**config.mk**
```make
export PLATFORM = sky130hd
export DESIGN_NAME = axi_write_stager
export DESIGN_NICKNAME = d
export VERILOG_FILES = /design/src/rtl/axi_write_stager.sv
export SDC_FILE = /design/constraint.sdc
export NUM_CORES = 1
export LEC_CHECK = 0
export ABC_CLOCK_PERIOD_IN_PS = 6300
export CAP_MARGIN = 20
export CORE_MARGIN = 2
export CORE_UTILIZATION = 58
export CTS_CLUSTER_DIAMETER = 100
export DETAILED_ROUTE_END_ITERATION = 8
export GPL_ROUTABILITY_DRIVEN = 0
export GPL_TIMING_DRIVEN = 0
export PLACE_DENSITY = 0.88
export SLEW_MARGIN = 5
export SYNTH_ARGS = -nofsm -noshare
export SYNTH_HDL_FRONTEND = slang
export SYNTH_SLANG_ARGS = --single-unit
```
**constraint.sdc**
```tcl
create_clock -name clk -period 6.3 [get_ports clk]
set_clock_uncertainty 0.1 [all_clocks]
set_input_delay 0.63 -clock clk [delete_from_list [all_inputs] [get_ports clk]]
set_output_delay 0.63 -clock clk [all_outputs]
set_load 0.02 [all_outputs]
```
**src/rtl/axi_write_stager.sv**
```systemverilog
// axi_write_stager: feeds the accelerator's AXI write master.
// It accepts one write command (byte base address and word count). It buffers the result
// words from the compute datapath in a staging FIFO. It then issues one core write request
// and streams the buffered words to the master's core data port. done pulses for one cycle
// after the last word has been handed off.
//
// Ports
//   clk, resetn               clock (rising edge) and asynchronous active-low reset
//   cmd_valid/ready/addr/words   command handshake; words may be 0
//   in_data/valid/ready       result word stream from compute
//   core_write_request_*      single write request (addr, len=words-1, size, INCR burst)
//   core_write_data*          data beats taken from the FIFO head
//   busy                      high whenever a command is in progress
//   done                      one-cycle pulse once every word has been handed off
module axi_write_stager #(
  parameter int unsigned AXI_AWIDTH = 32,
  parameter int unsigned AXI_DWIDTH = 32,
  parameter int unsigned FIFO_DEPTH = 16
) (
  input  logic                  clk,
  input  logic                  resetn,
  input  logic                  cmd_valid,
  output logic                  cmd_ready,
  input  logic [AXI_AWIDTH-1:0] cmd_addr,
  input  logic [31:0]           cmd_words,
  input  logic [AXI_DWIDTH-1:0] in_data,
  input  logic                  in_valid,
  output logic                  in_ready,
  output logic                  core_write_request_valid,
  input  logic                  core_write_request_ready,
  output logic [AXI_AWIDTH-1:0] core_write_addr,
  output logic [31:0]           core_write_len,
  output logic [2:0]            core_write_size,
  output logic [1:0]            core_write_burst,
  output logic [AXI_DWIDTH-1:0] core_write_data,
  output logic                  core_write_data_valid,
  input  logic                  core_write_data_ready,
  output logic                  busy,
  output logic                  done
);

  localparam int unsigned AW = $clog2(FIFO_DEPTH);
  localparam int unsigned PW = AW + 1;
  localparam logic [2:0]  SizeVal = 3'($clog2(AXI_DWIDTH / 8));

  typedef enum logic [1:0] {StIdle, StReq, StData, StFin} state_e;

  state_e                state_q, state_d;
  logic [AXI_AWIDTH-1:0] addr_q, addr_d;
  logic [31:0]           len_q, len_d;
  logic [31:0]           in_left_q, in_left_d;
  logic [31:0]           out_left_q, out_left_d;
  logic [PW-1:0]         wptr_q, rptr_q;
  logic [AXI_DWIDTH-1:0] mem_q [FIFO_DEPTH];

  logic full, empty, push, pop;

  // Extra pointer MSB distinguishes full from empty when the low bits match.
  assign full  = (wptr_q[AW] != rptr_q[AW]) && (wptr_q[AW-1:0] == rptr_q[AW-1:0]);
  assign empty = (wptr_q == rptr_q);

  assign in_ready = ((state_q == StReq) || (state_q == StData)) && (in_left_q != '0) && !full;
  assign core_write_data_valid = (state_q == StData) && !empty;
  assign push = in_valid && in_ready;
  assign pop  = core_write_data_valid && core_write_data_ready;

  assign core_write_addr  = addr_q;
  assign core_write_len   = len_q;
  assign core_write_size  = SizeVal;
  assign core_write_burst = 2'b01;
  // Straight from storage: no bypass, stable while the head is not popped.
  assign core_write_data  = mem_q[rptr_q[AW-1:0]];
  assign busy             = (state_q != StIdle);

  always_comb begin
    state_d                  = state_q;
    addr_d                   = addr_q;
    len_d                    = len_q;
    in_left_d                = in_left_q;
    out_left_d               = out_left_q;
    cmd_ready                = 1'b0;
    core_write_request_valid = 1'b0;
    done                     = 1'b0;

    unique case (state_q)
      StIdle: begin
        cmd_ready = 1'b1;
        if (cmd_valid) begin
          addr_d     = cmd_addr;
          len_d      = cmd_words - 32'd1;
          in_left_d  = cmd_words;
          out_left_d = cmd_words;
          state_d    = (cmd_words == '0) ? StFin : StReq;
        end
      end
      StReq: begin
        core_write_request_valid = 1'b1;
        if (core_write_request_ready) state_d = StData;
      end
      StData: begin
        if (pop && (out_left_q == 32'd1)) state_d = StFin;
      end
      StFin: begin
        done    = 1'b1;
        state_d = StIdle;
      end
      default: state_d = StIdle;
    endcase

    // push/pop only occur in StReq/StData, so these never collide with the command latch.
    if (push) in_left_d  = in_left_q - 32'd1;
    if (pop)  out_left_d = out_left_q - 32'd1;
  end

  always_ff @(posedge clk or negedge resetn) begin
    if (!resetn) begin
      state_q    <= StIdle;
      addr_q     <= '0;
      len_q      <= '0;
      in_left_q  <= '0;
      out_left_q <= '0;
      wptr_q     <= '0;
      rptr_q     <= '0;
    end else begin
      state_q    <= state_d;
      addr_q     <= addr_d;
      len_q      <= len_d;
      in_left_q  <= in_left_d;
      out_left_q <= out_left_d;
      if (push) wptr_q <= wptr_q + 1'b1;
      if (pop)  rptr_q <= rptr_q + 1'b1;
    end
  end

  // Storage needs no reset; the pointers define which entries are meaningful.
  always_ff @(posedge clk) begin
    if (push) mem_q[wptr_q[AW-1:0]] <= in_data;
  end

endmodule

```
==> metrics list, run 1 <==
- Overall Global Routing Usage: 33.61%
* # nets final: 2060
- The die covers 48060 µm².
* PostCTS Resize Cnt: 0
- In the synthesized netlist the dominant register cell turns out to be sky130_fd_sc_hd__edfxtp_1.
- The number of slew-limit violations in the final report came to 0.
* Maxcap violations: 0
* Number of enable-type register cells in the synthesized netlist: 512
* M1 GR Usage: 42.02%
* Final Hold Fails: 0
* Deepest level of the CTS H-tree: 3
- Ports placed on the boundary: 209
- Reg2Reg Launch Point: rptr_q[3]
- The tightest hold path in the finished design has a slack of 0.3722 ns.
- CP max FO: 10
- For this block, the via count after detailed routing is 17597.
- Type of element capturing the critical path: output port
* Min Clock Period, post-route: 5.115 ns
* Largest net degree at the start of global routing: 93
- The number of global-route vias before repair came to 17698.
- The clock reaches the later pin of the worst-skew pair after 0.62 ns.
* Max Root-Sink Buffers: 3
- Among all stages on the critical path, the largest delay is contributed by sky130_fd_sc_hd__buf_1.
- The run finished with clean final reports.
- Vias per std cell: 6.771
- Wire length per cell: 30.44 µm
- Setup repair after global routing left no endpoint under its margin.
- Portion of the clock cycle consumed by the worst path in the final layout: 81.20%
* Yosys warning total: 0
- The initialized floorplan defines 78 standard-cell rows.
- Global routing met2 resource utilization: 55.28%
- Final HPWL from detailed placement: 47340 µm
* Area growth from synthesis to layout: 21.51%
- The floorplan step defined a core boundary enclosing 45580 µm².
- The worst setup path is launched from a flop.
- Initial DRT Pass Iterations: 7
- Startpoint-to-endpoint class of the critical path: flop to output port
* Syn Std Cell Area: 26870 µm²
- In this design, the stage delay of the slowest critical-path cell is 0.78 ns.
- In this run, distinct cell masters in the synthesized netlist total 63.
- Cell type group with the largest total delay on the critical path: buffers and inverters
* Antenna violations before repair: 2
- Of all flip-flops after synthesis, the portion carrying an async set or reset was 21.47%.
- The startpoint identified for the worst hold timing path is core_write_addr[14].
* Sequential-to-total area share from yosys stat: 70.27%
- In the routed design, unresolved DRC markers number 0.
- The tree built by TritonCTS fans out to 652 sinks.
- Across the VDD grid, the largest voltage drop is 0.0003613 V.
- Clock tree synthesis inserted a total of 68 buffers.
- After global routing, the most crowded layer is met2.
- Measured against its own limit, the worst slew margin works out to 28.09%.
* Seq cells post-synth: 652
* Buffer cell driving the clock tree root: sky130_fd_sc_hd__clkbuf_16
* Die Wd: 219.2 µm
- Buffers added to address setup during post-CTS repair amount to 0.
* Total gr overflow: 0
* Worst path arrival time: 4.39 ns
- For met3 alone, demand over resource in global routing was 7.956%.
- The filler cells instantiated in the layout total 2573.
- Hold_buf cts: 1
- Critical Path RT: 5.57 ns
* Fraction of layout cells with a size suffix above 1: 18.77%
- Routed Antenna Nets: 0
- Floorplan die height: 219.2 µm
* First-pass GRT wire length: 115200 µm
* Effective utilization at floorplan: 58.95%
* CTS tree: built
- First DRT Iteration DRCs: 2807
- The final layout contains routed wiring with a total length of 79110 µm.
* Register clock-pin slew on the reported worst setup and hold paths: 0.06 ns
* Critical-path cell list: clkbuf_1, clkbuf_1, buf_1, mux4_2, mux4_2, clkdlybuf4s50_1
- Number of instances in the synthesized netlist: 1607
- Power spread over the standard cell area amounts to 473.7 nW/µm².
* Type of the most critical hold path: flop to flop
* Setup violation total in the final timing report: 0
- Derived from the worst setup path, the maximum achievable clock frequency is 0.1955 GHz.
* Worst setup path start: rptr_q[0]
- Number of buffers and inverters on the critical path: 4
- At the pin with the least slew margin, the transition time is 1.079 ns.
- Port Buffer Count: 201
* Mean instance size in the synthesized netlist: 16.72 µm²
* Accumulated negative setup slack: 0 ns
- Leakage power summed over all cells: 0.01113 µW
==> synth_stat cells (4+ instances only) <==
cell                       count  area, µm²
sky130_fd_sc_hd__edfxtp_1    512      15370
sky130_fd_sc_hd__nand2_1     177      664.4
sky130_fd_sc_hd__mux4_2      160       3603
sky130_fd_sc_hd__dfrtp_1     140       3503
sky130_fd_sc_hd__nor2_1       69      259.0
sky130_fd_sc_hd__clkbuf_1     67      251.5
sky130_fd_sc_hd__o21ai_0      62      310.3
sky130_fd_sc_hd__a21oi_1      41      205.2
sky130_fd_sc_hd__nor3_1       40      200.2
sky130_fd_sc_hd__nand3_1      31      155.2
sky130_fd_sc_hd__xnor2_1      26      227.7
sky130_fd_sc_hd__inv_1        23      86.33
sky130_fd_sc_hd__nor4_1       19      118.9
sky130_fd_sc_hd__o221a_2      19      214.0
sky130_fd_sc_hd__and3_1       15      93.84
sky130_fd_sc_hd__ha_1         15      187.7
sky130_fd_sc_hd__nand4_1      15      93.84
sky130_fd_sc_hd__xor2_1       15      131.4
sky130_fd_sc_hd__buf_1        14      52.55
sky130_fd_sc_hd__o21a_1       12      90.09
sky130_fd_sc_hd__a211oi_1     10      75.07
sky130_fd_sc_hd__or3_1        10      62.56
sky130_fd_sc_hd__nor3b_1       9      67.56
sky130_fd_sc_hd__and4_1        8      70.07
sky130_fd_sc_hd__a221o_1       7      70.07
sky130_fd_sc_hd__buf_2         6      30.03
sky130_fd_sc_hd__nor4b_1       6      52.55
sky130_fd_sc_hd__o31ai_1       6      45.04
sky130_fd_sc_hd__or4_1         6      45.04
sky130_fd_sc_hd__a311oi_1      5      43.79
sky130_fd_sc_hd__buf_4         5      37.54
sky130_fd_sc_hd__o21ai_1       5      25.02
sky130_fd_sc_hd__a21o_1        4      30.03
==> metrics by stage <==
stage	instances	cell area [µm²]	setup WS [ns]	util [%]	total power, µW
after floorplan	1610	26880	0.8446	-	8945
after global placement	2411	29640	-3.360	65.03	10840
after detailed placement	2460	30270	1.803	66.42	11170
after CTS	2586	32490	0.9835	71.28	15300
after global routing	2598	32640	1.043	71.62	15930
final	2599	32640	1.185	71.62	15460
==> routing by layer <==
metal,up-vias,wire length [µm]
li1,7031,-
met1,8783,26010
met2,1464,39700
met3,315,9475
met4,4,3904
met5,-,25
==> registers in the layout, summed over array words and instances, names as in the netlist <==
name             cells
mem_q              512
state_q              2
out_left_q          32
wptr_q               5
rptr_q               5
core_write_addr     32
in_left_q           32
core_write_len      32
==> final cells by class <==
class / instances / area (µm²) / area share, %
sequential: 652 / 18880 / 57.83
multi-input combinational: 843 / 7602 / 23.29
timing repair buffer: 263 / 2748 / 8.417
clock buffer: 94 / 1861 / 5.699
tap: 600 / 750.7 / 2.300
buffer: 92 / 371.6 / 1.138
clock inverter: 31 / 344.1 / 1.054
inverter: 23 / 86.33 / 0.2645
antenna: 1 / 2.502 / 0.007666
==> final timing paths <==
check	cells past startpoint	end	slack, ns
setup / recovery	6	core_write_data[18]	1.18
max in group asynchronous	3	out_left_q[0]	4.82
min in group asynchronous	2	in_left_q[10]	0.41
hold reg to reg	2	core_write_addr[14]	0.37
setup reg to reg	10	mem_q[7][9]	1.76
hold / removal	2	core_write_addr[14]	0.37
==> cells in the final DEF, fill, tap and decap left out, types with 10 or more instances in the layout <==
cell	count
sky130_fd_sc_hd__clkinv_2	11
sky130_fd_sc_hd__a21oi_1	41
sky130_fd_sc_hd__nand3_1	31
sky130_fd_sc_hd__mux4_2	160
sky130_fd_sc_hd__and3_1	11
sky130_fd_sc_hd__nor2_1	68
sky130_fd_sc_hd__nor4_1	19
sky130_fd_sc_hd__dfrtp_1	140
sky130_fd_sc_hd__ha_1	15
sky130_fd_sc_hd__xnor2_1	26
sky130_fd_sc_hd__buf_8	13
sky130_fd_sc_hd__or3_1	10
sky130_fd_sc_hd__clkbuf_16	69
sky130_fd_sc_hd__xor2_1	15
sky130_fd_sc_hd__o221a_2	19
sky130_fd_sc_hd__edfxtp_1	512
sky130_fd_sc_hd__nor3_1	40
sky130_fd_sc_hd__clkbuf_1	88
sky130_fd_sc_hd__o21a_1	12
sky130_fd_sc_hd__nand2_1	177
sky130_fd_sc_hd__buf_4	33
sky130_fd_sc_hd__clkdlybuf4s50_1	200
sky130_fd_sc_hd__buf_1	14
sky130_fd_sc_hd__inv_1	23
sky130_fd_sc_hd__buf_6	12
sky130_fd_sc_hd__o21ai_0	62
sky130_fd_sc_hd__a211oi_1	10
sky130_fd_sc_hd__nand4_1	15
==> kinds of logic (layout without fill, tap and decap cells) <==
kind of cell	count (synthesis)	after routing	share of synthesized area [%]
AOI/OAI and AO/OA	195	195	4.886
xor gates and xnor gates	41	41	1.337
adders and majority gates	15	15	0.6986
buffers and inverters	115	503	1.705
DFF	652	652	70.27
muxes	160	160	13.41
other	2	6	0.02795
and+or+nand+nor	427	427	7.666
==> tightest hold or removal path, cell delays in order, from the launching register on <==
cell and delay [ns]:
sky130_fd_sc_hd__dfrtp_1 0.34, sky130_fd_sc_hd__nand2_1 0.05, sky130_fd_sc_hd__nand2_1 0.06
==> power breakdown <==
group | internal, µW | switching (µW) | total [µW]
sequential | 5320 | 433 | 5750
combinational | 2510 | 3190 | 5690
clock | 2270 | 1750 | 4020
total | 10100 | 5370 | 15500
Power figures use the tool's default switching activity.
==> run 2, diff against run 1 <==
--- a/config.mk
+++ b/config.mk
@@ -5,7 +5,7 @@
 export SDC_FILE = /design/constraint.sdc
 export NUM_CORES = 1
 export LEC_CHECK = 0
-export ABC_CLOCK_PERIOD_IN_PS = 6300
+export ABC_CLOCK_PERIOD_IN_PS = 4950
 export CAP_MARGIN = 20
 export CORE_MARGIN = 2
 export CORE_UTILIZATION = 58
==> constraint.sdc (replaced) <==
create_clock -name clk -period 4.95 [get_ports clk]
set_clock_uncertainty 0.1 [all_clocks]
set_input_delay 0.495 -clock clk [delete_from_list [all_inputs] [get_ports clk]]
set_output_delay 0.495 -clock clk [all_outputs]
set_load 0.02 [all_outputs]
==> run 2 against run 1 <==
Effect of this change: sequential cell count stayed put; highest routed layer unchanged; global-route usage hardly changed; die area stayed put; worst setup slack worse by 1.1 ns; clock power is 27% higher; utilization is 0.10 points lower; largest power group unchanged; sequential power is 27% higher; combinational power is 26% higher.
==> metrics list, run 2 (synthesis gave the netlist of run 1 again) <==
* Status: finished, final reports clean
* Worst vdd rail ir drop: 0.0004579 V (+27%)
- Overall Global Routing Usage: 33.64% (about the same)
- Startpoint-to-endpoint class of the critical path: flop to output port
- Initial DRT Pass Iterations: 6 (-1)
- The minimum setup slack among reg-to-reg paths came to 0.35 ns (-1.41 ns).
- The iteration-0 DRC count of the detailed router is 2874 (+2.4%).
* Effective utilization at floorplan: 58.95% (unchanged)
- The net switching component of the power came to 6788 µW (+26%).
- The average detailed-routed wire length per instance is 30.43 µm (about the same).
- Fraction of power consumed by the clock network: 26.0% (about the same)
- The number of cells on the worst reg-to-reg path is 10 (unchanged).
- The internal portion of total power is 12800 µW (+27%).
- The number of instances in the placed design is 2460 (unchanged).
- The number of antenna violations at the first check in global routing is 3 (+1).
- The worst setup path is launched from a flop.
- Relative slew slack: 23.43% (-4.7 points)
* Accumulated negative setup slack: 0 ns (unchanged)
- Count of placed standard cells in the final layout, fillers left out: 2591 (-0.31%)
- Flip-flop count of the largest register after layout: 512 (unchanged)
- Static timing analysis puts the maximum clock frequency at 0.2052 GHz.
- The residual DRC count is 0 (unchanged).
* RSZ-0062 raised after global routing: false
* Cell type group with the largest total delay on the critical path: buffers and inverters
- Ports placed on the boundary: 209 (unchanged)
- Fraction of power spent switching nets: 34.66% (-0.079 points)
* Number of placement rows: 78 (unchanged)
- Final HPWL from detailed placement: 47340 µm (unchanged)
- The number of global-route vias before repair came to 17708 (+0.057%).
* Min Clock Period, post-route: 4.873 ns
- The pin count of the biggest net entering global routing was 93 (unchanged).
* Fraction of layout cells with a size suffix above 1: 18.94% (+0.18 points)
- The worst hold slack was 0.2816 ns (-0.09055 ns).
- Die Area: 48060 µm² (unchanged)
- Number of vias after detailed routing: 17593 (-0.023%)
- The x dimension of the die came to 219.2 µm (unchanged).
- The total wirelength of the detailed-routed design is 78850 µm (-0.33%).
- Total gr overflow: 0 (unchanged)
* Clock tree sinks: 652 (unchanged)
- Walking the worst path, the cells encountered are clkbuf_1, clkbuf_1, clkdlybuf4s15_2, mux4_2, mux4_2, clkdlybuf4s50_1.
- Routed Antenna Nets: 0 (unchanged)
- Floorplan die height: 219.2 µm (unchanged)
- The data arrival time of the critical path is 4.28 ns (-0.11 ns).
- The number of slew-limit violations in the final report was 0 (unchanged).
* Most frequent standard cell in the layout excluding fill and tap cells: sky130_fd_sc_hd__edfxtp_1
- The latest clock arrival within the worst-skew pair came to 0.62 ns (about the same).
- CTS placed an instance of sky130_fd_sc_hd__clkbuf_16 at the clock tree root.
- CP max FO: 10 (unchanged)
- Vias per std cell: 6.790 (+0.29%)
- Setup violation total in the final timing report: 0 (unchanged)
* Core region area: 45580 µm² (unchanged)
* Endpoint of the worst-slack reg-to-reg timing path: mem_q[7][9]
* Critical Path RT: 4.36 ns (-1.21 ns)
- Slew at the pin with the worst max-slew slack: 1.146 ns (+0.06691 ns)
- Portion of the clock cycle consumed by the worst path in the final layout: 98.45%
- Among all stages on the critical path, the largest delay is contributed by sky130_fd_sc_hd__mux4_2.
- Inserted Clock Buffers: 68 (unchanged)
- STA classifies the critical path endpoint as an output port.
- Delay contributed by the slowest stage of the critical path: 0.65 ns (-0.13 ns)
- The library cells used most frequently in the layout, excluding fill and tap cells, are sky130_fd_sc_hd__edfxtp_1, sky130_fd_sc_hd__clkdlybuf4s50_1, sky130_fd_sc_hd__nand2_1, sky130_fd_sc_hd__mux4_2, sky130_fd_sc_hd__dfrtp_1.
- The fill cell total of the finished layout is 2575 (+0.078%).
- The total count of hold-check failures in the final report is 0 (unchanged).
- Port Buffer Count: 201 (unchanged)
- Max Root-Sink Buffers: 3 (unchanged)
- Power per cell area: 600.8 nW/µm² (+27%)
- Number of buffers and inverters on the critical path: 4 (unchanged)
- Deepest level of the CTS H-tree: 3 (unchanged)
- Register clock-pin slew on the reported worst setup and hold paths: 0.06 ns (about the same)
- The number of setup buffers added after CTS is 0 (unchanged).
- Leakage power summed over all cells: 0.01111 µW (-0.19%)
- TritonCTS built the clock tree.
- First-pass GRT wire length: 115300 µm (about the same)
- The area growth from synthesis to layout is 21.33%.
- Type of the most critical hold path: input port to asynchronous set/reset pin
- The power share of the combinational group was 36.6% (-0.2 points).
- The register share of total power was 37.3% (about the same).
- Reg2Reg Launch Point: rptr_q[3]
* Power consumption: 19590 µW (+27%)
- The count of nets after finishing is 2052 (-0.39%).
- Maxcap violations: 0 (unchanged)
run 2: power by group through the flow:
stage	logic [µW]	registers (µW)	clock network (µW)
after floorplan	3830	7550	0
after global placement	6470	7330	0
final	7170	7310	5100
after CTS	7090	7290	5120
after global routing	7480	7380	5340
after detailed placement	6850	7360	0
run 2: layer usage:
metal	wire, µm	global-route usage [%]	vias up
li1	-	-	7021
met1	25730	41.97	8764
met2	39360	55.35	1493
met3	9676	8.067	309
met4	4052	17.32	6
met5	38	0	-
run 2: how the worst max path moves through the flow:
stage,slack (ns),endpoint,cells past startpoint,startpoint
after floorplan,-0.51,mem_q[1][0],7,rptr_q[3]
after global placement,-4.60,mem_q[0][10],7,rptr_q[3]
after detailed placement,0.59,core_write_data[24],6,rptr_q[0]
after CTS,0.01,core_write_data[14],6,rptr_q[0]
after global routing,0.01,core_write_data[18],6,rptr_q[0]
final,0.08,core_write_data[18],6,rptr_q[0]
run 2: repair_timing:
action	CTS	global route
hold endpoints to repair	48	0
hold buffers	1	0
resized for setup	16	5
setup endpoints to repair	32	18
pin swaps	0	0
run 2: area by class of cell:
class | instances | area [µm²] | share of cell area [%]
Antenna cell | 1 | 2.502 | 0.007677
Buffer | 92 | 434.2 | 1.332
Clock buffer | 94 | 1861 | 5.708
Clock inverter | 31 | 344.1 | 1.056
Inverter | 23 | 86.33 | 0.2648
Multi-Input combinational cell | 843 | 7602 | 23.32
Sequential cell | 652 | 18880 | 57.91
Tap cell | 600 | 750.7 | 2.303
Timing Repair Buffer | 255 | 2639 | 8.095
run 2: metrics by stage:
stage,worst slack [ns],util (%),cell area [µm²]
after floorplan,-0.5054,-,26880
after global placement,-4.602,65.03,29640
after detailed placement,0.5878,66.42,30270
after CTS,0.01201,71.41,32550
after global routing,0.01384,71.52,32600
final,0.07694,71.52,32600
run 2: worst register-to-register path: stages, from the launching register on:
cell	delay (ns)
sky130_fd_sc_hd__dfrtp_1	0.34
sky130_fd_sc_hd__clkbuf_1	0.51
sky130_fd_sc_hd__xor2_1	0.29
sky130_fd_sc_hd__nor4_2	0.15
sky130_fd_sc_hd__a21o_1	0.23
sky130_fd_sc_hd__nor2_1	0.57
sky130_fd_sc_hd__clkbuf_1	0.52
sky130_fd_sc_hd__nand2_1	0.28
sky130_fd_sc_hd__nor3b_2	0.75
sky130_fd_sc_hd__buf_4	0.36
sky130_fd_sc_hd__buf_6	0.21
==> run 3, diff against run 2 <==
--- a/config.mk
+++ b/config.mk
@@ -13,7 +13,7 @@
 export DETAILED_ROUTE_END_ITERATION = 8
 export GPL_ROUTABILITY_DRIVEN = 0
 export GPL_TIMING_DRIVEN = 0
-export PLACE_DENSITY = 0.88
+export PLACE_DENSITY = 0.8
 export SLEW_MARGIN = 5
 export SYNTH_ARGS = -nofsm -noshare
 export SYNTH_HDL_FRONTEND = slang
==> run 3 against run 2 <==
Effect of this change: the run now ends with design-rule violations left; sequential cell count did not move; highest routed layer unchanged; critical path type unchanged; clock power fell by 5.3%; utilization fell by 0.37 points; wire length fell by 5.4%; register-to-register slack got worse by 0.07 ns; sequential power barely moved; total power fell by 2.1%; global-route usage fell by 2.0 points.
==> metrics list, run 3 (synthesis gave the netlist of run 1 again) <==
- The largest stage delay on the critical path came to 0.80 ns (+0.15 ns).
- The x dimension of the die came to 219.2 µm (unchanged).
- The area taken by multi-input logic gates is 7602 µm² (unchanged).
- Vias per std cell: 6.676 (-1.7%)
- The path class of the tightest hold or removal check is input port to flop.
* Startpoint-to-endpoint class of the critical path: flop to output port
* First-pass GRT wire length: 109500 µm (-5.0%)
- Port Buffer Count: 201 (unchanged)
* CTS tree: built
* Floorplan die height: 219.2 µm (unchanged)
- The number of antenna repair diodes came to 0 (-1).
- The transition time of the tightest slew-check pin came to 1.086 ns (-0.05956 ns).
* Leakage power summed over all cells: 0.01104 µW (-0.60%)
- The global-route usage over all layers was 31.65% (-2.0 points).
- Kind of launch point of the worst setup path: flop
- Fill count: 2727 (+5.9%)
- Final wirelength: 74610 µm (-5.4%)
- Status: finished with violations
* Die Area: 48060 µm² (unchanged)
* Fraction of layout cells with a size suffix above 1: 18.43% (-0.51 points)
* Critical-path cell with the highest stage delay: sky130_fd_sc_hd__clkbuf_1
* Sequential standard cell area: 18880 µm² (unchanged)
- Clock tree sinks: 652 (unchanged)
- Total cell area at the placement stage: 30280 µm² (about the same)
- The number of placement rows came to 78 (unchanged).
* Most frequent cells in the layout: sky130_fd_sc_hd__edfxtp_1, sky130_fd_sc_hd__clkdlybuf4s50_1, sky130_fd_sc_hd__nand2_1, sky130_fd_sc_hd__mux4_2, sky130_fd_sc_hd__dfrtp_1
- The root buffer cell chosen for the clock tree is sky130_fd_sc_hd__clkbuf_16.
- The number of flip-flops in the largest register came to 512 (unchanged).
- The number of slew-limit violations in the final report is 0 (unchanged).
- Type of element capturing the critical path: output port
- The worst hold slack is 0.2239 ns (-0.05772 ns).
- Most frequent standard cell in the layout excluding fill and tap cells: sky130_fd_sc_hd__edfxtp_1
- RSZ-0062 raised after global routing: false
* Max Root-Sink Buffers: 3 (unchanged)
* First DRT Iteration DRCs: 2340 (-19%)
- Largest net degree at the start of global routing: 88 (-5.4%)
* Ports placed on the boundary: 209 (unchanged)
- Via count of the first global-routing pass: 17446 (-1.5%)
- Initial DRT Pass Iterations: 9 (+3)
- CP max FO: 10 (unchanged)
- Wire length per cell: 28.92 µm (-5.0%)
- The worst-case headroom to the max-slew limit was 27.60% (+4.2 points).
* # nets final: 2052 (unchanged)
- Routed Antenna Nets: 0 (unchanged)
- Inserted Clock Buffers: 67 (-1.5%)
- Min Clock Period, post-route: 4.715 ns (-0.1580 ns)
* Worst path arrival time: 4.12 ns (-0.16 ns)
* Core region area: 45580 µm² (unchanged)
* Critical-path cell list: clkbuf_1, clkbuf_1, clkbuf_1, mux4_2, mux4_2, clkdlybuf4s50_1
- The final-layout setup total negative slack came to 0 ns (unchanged).
- DRC violation count after routing: 1 (+1)
- Setup violation total in the final timing report: 0 (unchanged)
- Max frequency: 0.2121 GHz (+3.4%)
- Failing checks: design-rule violations
- Register clock-pin slew on the reported worst setup and hold paths: 0.07 ns (about the same)
- The cell that appears most often on the critical path is sky130_fd_sc_hd__clkbuf_1.
- Total gr overflow: 0 (unchanged)
- Area growth from synthesis to layout: 20.71%
- The ratio of total power to cell area is 591.0 nW/µm² (-1.6%).
* Maxcap violations: 0 (unchanged)
* Deepest level of the CTS H-tree: 3 (unchanged)
- Cell area after layout: 32430 µm² (-0.52%)
- Final HPWL from detailed placement: 46150 µm (-2.5%)
- Number of vias after detailed routing: 17224 (-2.1%)
- The number of antenna violations at the first check in global routing was 3 (unchanged).
- The total count of hold-check failures in the final report came to 0 (unchanged).
* Critical Path RT: 4.36 ns (about the same)
* Worst vdd rail ir drop: 0.0005167 V (+13%)
- The starting density of the core was 58.95% (unchanged).
- The latest clock arrival within the worst-skew pair is 0.60 ns (-0.02 ns).
- Portion of the clock cycle consumed by the worst path in the final layout: 95.25% (-3.2 points)
run 3: changes by cell type in the layout (fill, tap and decap cells not counted), moves of 3 or more:
cell	before	now
sky130_fd_sc_hd__clkbuf_2	2	6
sky130_fd_sc_hd__clkinv_1	5	10
sky130_fd_sc_hd__clkinv_2	11	8
sky130_fd_sc_hd__clkdlybuf4s15_2	8	3
sky130_fd_sc_hd__buf_8	7	10
sky130_fd_sc_hd__clkbuf_1	87	83
run 3: area by class of cell:
cell class              count  share of cell area (%)
repair buffers            256                   8.230
clock inverters            27                  0.7639
well taps                 600                   2.315
flip-flops and latches    652                   58.21
inverters                  23                  0.2662
multi-input cells         843                   23.44
plain buffers              92                   1.239
clock buffers              87                   5.529
run 3: power breakdown:
group	total [µW]	switching, µW	internal (µW)
Clock	4830	2070	2760
Sequential	7300	534	6760
Combinational	7030	3890	3140
Total	19200	6500	12700
run 3: worst max-delay path: cells and delay by family, from the launching register on:
family	cells	cell delay, ns
flops	1	0.38
buf+inv	4	2.17
mux	2	0.96
run 3: through the flow:
step	util (%)	worst slack, ns	cells	total power, µW
2_1_floorplan	-	-0.5054	1610	11380
3_3_place_gp	65.03	-4.996	2411	13840
3_5_place_dp	66.44	0.4494	2460	14150
4_1_cts	71.00	0.0004623	2575	19060
5_1_grt	71.15	0.1189	2580	19810
6_report	71.15	0.2349	2580	19170
run 3: path summary, 6_finish.rpt:
check	from	endpoint	slack (ns)	cells past startpoint
min in group asynchronous	resetn	out_left_q[11]	0.35	2
max in group asynchronous	resetn	core_write_addr[21]	3.54	3
max	rptr_q[1]	core_write_data[23]	0.23	6
max reg2reg	rptr_q[3]	mem_q[5][4]	0.28	12
min reg2reg	core_write_addr[23]	core_write_addr[23]	0.37	2
min	cmd_words[27]	out_left_q[27]	0.22	3
run 3: what timing repair did:
action / 4_1_cts / 5_1_grt
resized for setup: 7 / 12
hold endpoints to repair: 53 / 0
setup buffers: 0 / 0
hold buffers: 1 / 0
setup endpoints to repair: 13 / 30
gates cloned: 0 / 0
run 3: metal layers:
metal	part of all wire (%)	up-vias	wire, µm	track usage (%)
met3	11	305	8317	7.692
met2	50	1324	37080	52.16
met1	34	8596	25340	39.96
met4	5.1	6	3832	14.86
met5	0.052	-	39	0
li1	-	6993	-	-
